$ cat src/rtl/ocd_lvl_ramp.sv
// OCD level ramp: takes clamped level targets over valid/ready and drives pw_par,
// raising it one LSB per prescaler tick and dropping it at once on a lower target.
module ocd_lvl_ramp #(
    parameter int CLK_MHZ     = 100,
    parameter int PAR_MAX_VAL = 255,
    parameter int STEP_US     = 50,
    parameter int PAR_INIT    = 0,
    localparam int W          = (PAR_MAX_VAL < 1) ? 1 : $clog2(PAR_MAX_VAL + 1)
) (
    input  logic         clk,
    input  logic         rst_n,
    input  logic [W:0]   tgt_par,
    input  logic         tgt_valid,
    output logic         tgt_ready,
    output logic [W-1:0] pw_par,
    output logic         settled,
    output logic         clamped,
    output logic [1:0]   state_dbg
);

    localparam int TICK_CYC = (CLK_MHZ * STEP_US < 1) ? 1 : CLK_MHZ * STEP_US;
    localparam int PW       = (TICK_CYC > 1) ? $clog2(TICK_CYC) : 1;
    localparam logic [PW-1:0] TICK_LAST = PW'(TICK_CYC - 1);
    localparam logic [W:0]    MAX_EXT   = (W + 1)'(PAR_MAX_VAL);
    localparam logic [W-1:0]  INIT_VAL  = W'(PAR_INIT);

    typedef enum logic [1:0] {
        IDLE = 2'd0,
        LOAD = 2'd1,
        RAMP = 2'd2
    } state_e;

    state_e        state_q, state_d;
    logic [W-1:0]  pw_q, pw_d;
    logic [W-1:0]  tgt_q, tgt_d;
    logic [PW-1:0] presc_q, presc_d;
    logic          ready_q, ready_d;
    logic          settled_q, settled_d;
    logic          clamped_q, clamped_d;

    logic          accept;
    logic          over;
    logic [W:0]    pw_inc;

    // Valid/ready: a request is taken on any edge where tgt_valid && tgt_ready;
    // the requester holds tgt_par/tgt_valid stable until that edge.
    assign accept = tgt_valid && ready_q;
    assign over   = (tgt_par > MAX_EXT);
    assign pw_inc = {1'b0, pw_q} + (W + 1)'(1);

    always_ff @(posedge clk or negedge rst_n) begin
        if (!rst_n) begin
            state_q   <= IDLE;
            pw_q      <= INIT_VAL;
            tgt_q     <= INIT_VAL;
            presc_q   <= '0;
            ready_q   <= 1'b0;
            settled_q <= 1'b1;
            clamped_q <= 1'b0;
        end else begin
            state_q   <= state_d;
            pw_q      <= pw_d;
            tgt_q     <= tgt_d;
            presc_q   <= presc_d;
            ready_q   <= ready_d;
            settled_q <= settled_d;
            clamped_q <= clamped_d;
        end
    end

    always_comb begin
        state_d = state_q;
        pw_d    = pw_q;
        tgt_d   = tgt_q;
        presc_d = presc_q;

        case (state_q)
            IDLE: presc_d = '0;
            LOAD: begin
                presc_d = '0;
                if (tgt_q < pw_q) begin
                    pw_d    = tgt_q;
                    state_d = IDLE;
                end else if (tgt_q == pw_q) begin
                    state_d = IDLE;
                end else begin
                    state_d = RAMP;
                end
            end
            RAMP: begin
                if (presc_q == TICK_LAST) begin
                    presc_d = '0;
                    pw_d    = pw_inc[W-1:0];
                    if (pw_inc == {1'b0, tgt_q}) state_d = IDLE;
                end else begin
                    presc_d = presc_q + PW'(1);
                end
            end
            default: state_d = IDLE;
        endcase

        // A fresh request wins over a tick landing on the same edge.
        if (accept) begin
            tgt_d   = over ? MAX_EXT[W-1:0] : tgt_par[W-1:0];
            state_d = LOAD;
            presc_d = '0;
            pw_d    = pw_q;
        end

        ready_d   = (state_d != LOAD);
        settled_d = (state_d == IDLE);
        clamped_d = accept && over;
    end

    assign tgt_ready = ready_q;
    assign pw_par    = pw_q;
    assign settled   = settled_q;
    assign clamped   = clamped_q;
    assign state_dbg = state_q;

endmodule

$ cat config.mk
export PLATFORM = sky130hd
export DESIGN_NAME = ocd_lvl_ramp
export DESIGN_NICKNAME = d
export VERILOG_FILES = /design/src/rtl/ocd_lvl_ramp.sv
export SDC_FILE = /design/constraint.sdc
export NUM_CORES = 1
export LEC_CHECK = 0
export CORE_UTILIZATION = 30
export CTS_BUF_LIST = sky130_fd_sc_hd__clkbuf_4
export DETAILED_ROUTE_END_ITERATION = 6
export DONT_BUFFER_PORTS = 1
export GPL_TIMING_DRIVEN = 0
export PLACE_DENSITY_LB_ADDON = 0.05
export SYNTH_ARGS = -nofsm -noshare
export SYNTH_HDL_FRONTEND = slang
export SYNTH_SLANG_ARGS = --single-unit
export TNS_END_PERCENT = 30
$ cat constraint.sdc
create_clock -name clk -period 3.9 [get_ports clk]
set_clock_uncertainty 0.05 [all_clocks]
set_input_delay 0.585 -clock clk [delete_from_list [all_inputs] [get_ports clk]]
set_output_delay 0.585 -clock clk [all_outputs]
set_load 0.01 [all_outputs]
==> impl_metrics.tcl <==
set metrics [dict create \
    vias_per_cell 5.13 \
    rows 31 \
    r2r_cells 6 \
    dieArea_um2 8100 \
    peakVddDrop_mv 0.169 \
    required_ns 4.14 \
    pre_cts_ws_ns 1.26 \
    relSlewSlack 0.412 \
    cts_root_buffer "clkbuf_4" \
    end_kind "flop" \
    place_congestion 0.786 \
    wl_um 6190 \
    synth.avg_cell_area_um2 9.22 \
    synth-async-reset-ratio 1.00 \
    cts_setup_buffers 0 \
    synth_edf_count 0 \
    cts_buffers 5 \
    avgRoutedWirePerCell_um 17.2 \
    hold_viol_final 0 \
    period_minus_slack_ns 2.64 \
    ios 25 \
    yosys_warnings 0 \
    tns_ns 0 \
    p_leak_nw 1.05 \
    yosysSeqAreaShare 0.367 \
    cts_num_sinks 34 \
    synthTopCellsByArea "dfrtp_1 36%, ha_1 7.5%, nand2_1 5.5%" \
    syn2layout_area_growth_pct 9.70 \
    cp_max_fo 7 \
    cts_buffer_depth 2 \
    hold_class "input pin to flop" \
    port_buffers 0 \
    grt_pass1_vias 1955 \
    cts_tree "done" \
    synth_flop_cell "dfrtp_1" \
    synth_most_common_cell "nand2_1" \
    setup_viol 0 \
    r2r_setup_slack_ns 1.26 \
    critPathLaunchType "flop" \
    fin_nets 287 \
    synth_top_area_frac 0.356 \
    seq_area_um2 852 \
    fill_cells 790 \
    synth_commonest_cells "34 x nand2_1, 33 x dfrtp_1, 21 x o21ai_0, 15 x nor2_1, 14 x ha_1" \
    insertedDiodeCount 0 \
    layout-drive-gt1-share 0.0920 \
    clk_pin_slew_ns 0.12 \
    dr.pass1.iters 4 \
    syn_area_um2 2320 \
    cellPowerDensity_nw_per_um2 767 \
    grt_pass1_wl_um 10300 \
    vias 1848 \
    cap_viol_max_count 0 \
    htreeDepth 2 \
    synth_cell_types 56 \
    antenna_found_initial 0 \
    drc 0 \
    grt_max_degree 34 \
    coreArea_um2 7370 \
    synth_fp_nets 278 \
    post-route-period-util 0.677 \
    ant_nets 0 \
    max_freq_ghz 0.379 \
    overflow 0 \
    insertion_delay_ns 0.35 \
    crit_type "flop to flop" \
    cp.arrival_ns 2.88 \
    outcome "complete, no violations" \
    drt_iter0_markers 51 \
    hold_depth 2 \
    start_util 0.315 \
    post_cts_resized 0 \
    synth_area_leader_cell "dfrtp_1" \
    ys_seq_elements 34 \
    rsz0062_at_grt "no" \
    multi_input_area_um2 1350 \
    grt_usage 0.164 \
    worst_slack_ns 1.26 \
    syn-instance-count 252 \
    slew_violations 0 \
    die_h_um 90.0 \
    worst_slew_pin_slew_ns 0.880 \
    dpl.hpwl_um 4460 \
    floorplan.die.width_um 90.0 \
]
## path summary, 6_finish.rpt
| path | startpoint | to |
|---|---|---|
| max in group asynchronous | rst_n | tgt_ready |
| setup reg to reg | pw_par[0] | settled |
| hold / removal | tgt_par[1] | tgt_q[1] |
| min in group asynchronous | rst_n | settled |
| setup / recovery | pw_par[0] | settled |
| hold reg to reg | tgt_q[1] | tgt_q[1] |
## layout by cell type, fill, tap and decap left out, types with 3 or more instances in the layout
master | netlist | layout
and3_1 | 7 | 7
clkbuf_1 | 5 | 5
clkbuf_8 | 3 | 3
nor2_1 | 15 | 15
inv_1 | 11 | 11
xnor2_1 | 7 | 7
xor2_1 | 12 | 12
a2bb2oi_1 | 4 | 4
o21ai_0 | 21 | 21
a2111oi_0 | 3 | 3
nor3_1 | 6 | 6
a21oi_1 | 9 | 9
and4_1 | 3 | 3
nand4_1 | 3 | 3
dfrtp_1 | 33 | 33
nand2_1 | 34 | 34
ha_1 | 14 | 14
o41ai_1 | 5 | 5
nand3_1 | 11 | 11
clkbuf_4 | 0 | 5
## layout make-up
class	instances	area share
Tap cell	99	0.0486
Clock inverter	2	0.0133
Clock buffer	5	0.0147
Sequential cell	34	0.334
Buffer	11	0.0314
Inverter	11	0.0162
Timing Repair Buffer	2	0.0118
Multi-Input combinational cell	196	0.529
## metal layers
metal  up-vias  wire length, um  global-route usage
met5         -                0                   0
met4         0               75              0.0591
met3         8              228              0.0440
met2        33             3030               0.277
met1       865             2860               0.199
li1        942                -                   -
## logic make-up (layout without fill, tap and decap cells)
logic type                 count (synthesis)  in the layout  synth area share
xor gates and xnor gates                  19             19            0.0717
adders and majority gates                 14             14            0.0754
AOI/OAI and AO/OA                         59             59             0.178
buffers and inverters                     22             31            0.0523
muxes                                      4              4            0.0183
DFF                                       34             34             0.367
and+or+nand+nor                          100            100             0.237
## power by group
| part | leakage, nW | total (W) | switching, W | internal, W |
|---|---|---|---|---|
| sequential | 0.427 | 0.000636 | 0.000169 | 0.000467 |
| clock | 0.0387 | 0.000263 | 0.000133 | 0.000130 |
| combinational | 0.586 | 0.00106 | 0.000613 | 0.000442 |
| total | 1.05 | 0.00195 | 0.000915 | 0.00104 |
## through the flow
stage / utilization / hold WS [ns] / cell area, um2 / total power, W / instances
finish: 0.346 / 0.316 / 2550 / 0.00195 / 360
global route: 0.346 / 0.315 / 2550 / 0.00214 / 360
CTS: 0.344 / 0.000975 / 2540 / 0.00198 / 359
detailed placement: 0.332 / 0.241 / 2450 / 0.00169 / 351
global placement: 0.332 / 0.240 / 2450 / 0.00169 / 351
floorplan: - / 0.239 / 2320 / 0.00142 / 252
## state kept, by name, indices dropped and copies added, names as in the netlist
register,cells
clamped,1
tgt_q,8
settled,1
state_dbg,2
pw_par,8
tgt_ready,1
presc_q,13
## worst max-delay path, stage by stage (launching register included)
cell and delay [ns]:
dfrtp_1 0.53, ha_1 0.34, and3_1 0.25, nand3_1 0.16, mux2_2 0.36, o41ai_1 0.64
o211a_1 0.26
## what timing repair did
item	in CTS	in global routing
hold buffers	1	1
endpoints found under the hold margin	33	4
setup endpoints to repair	0	0
(Power assumes the default switching activity.)
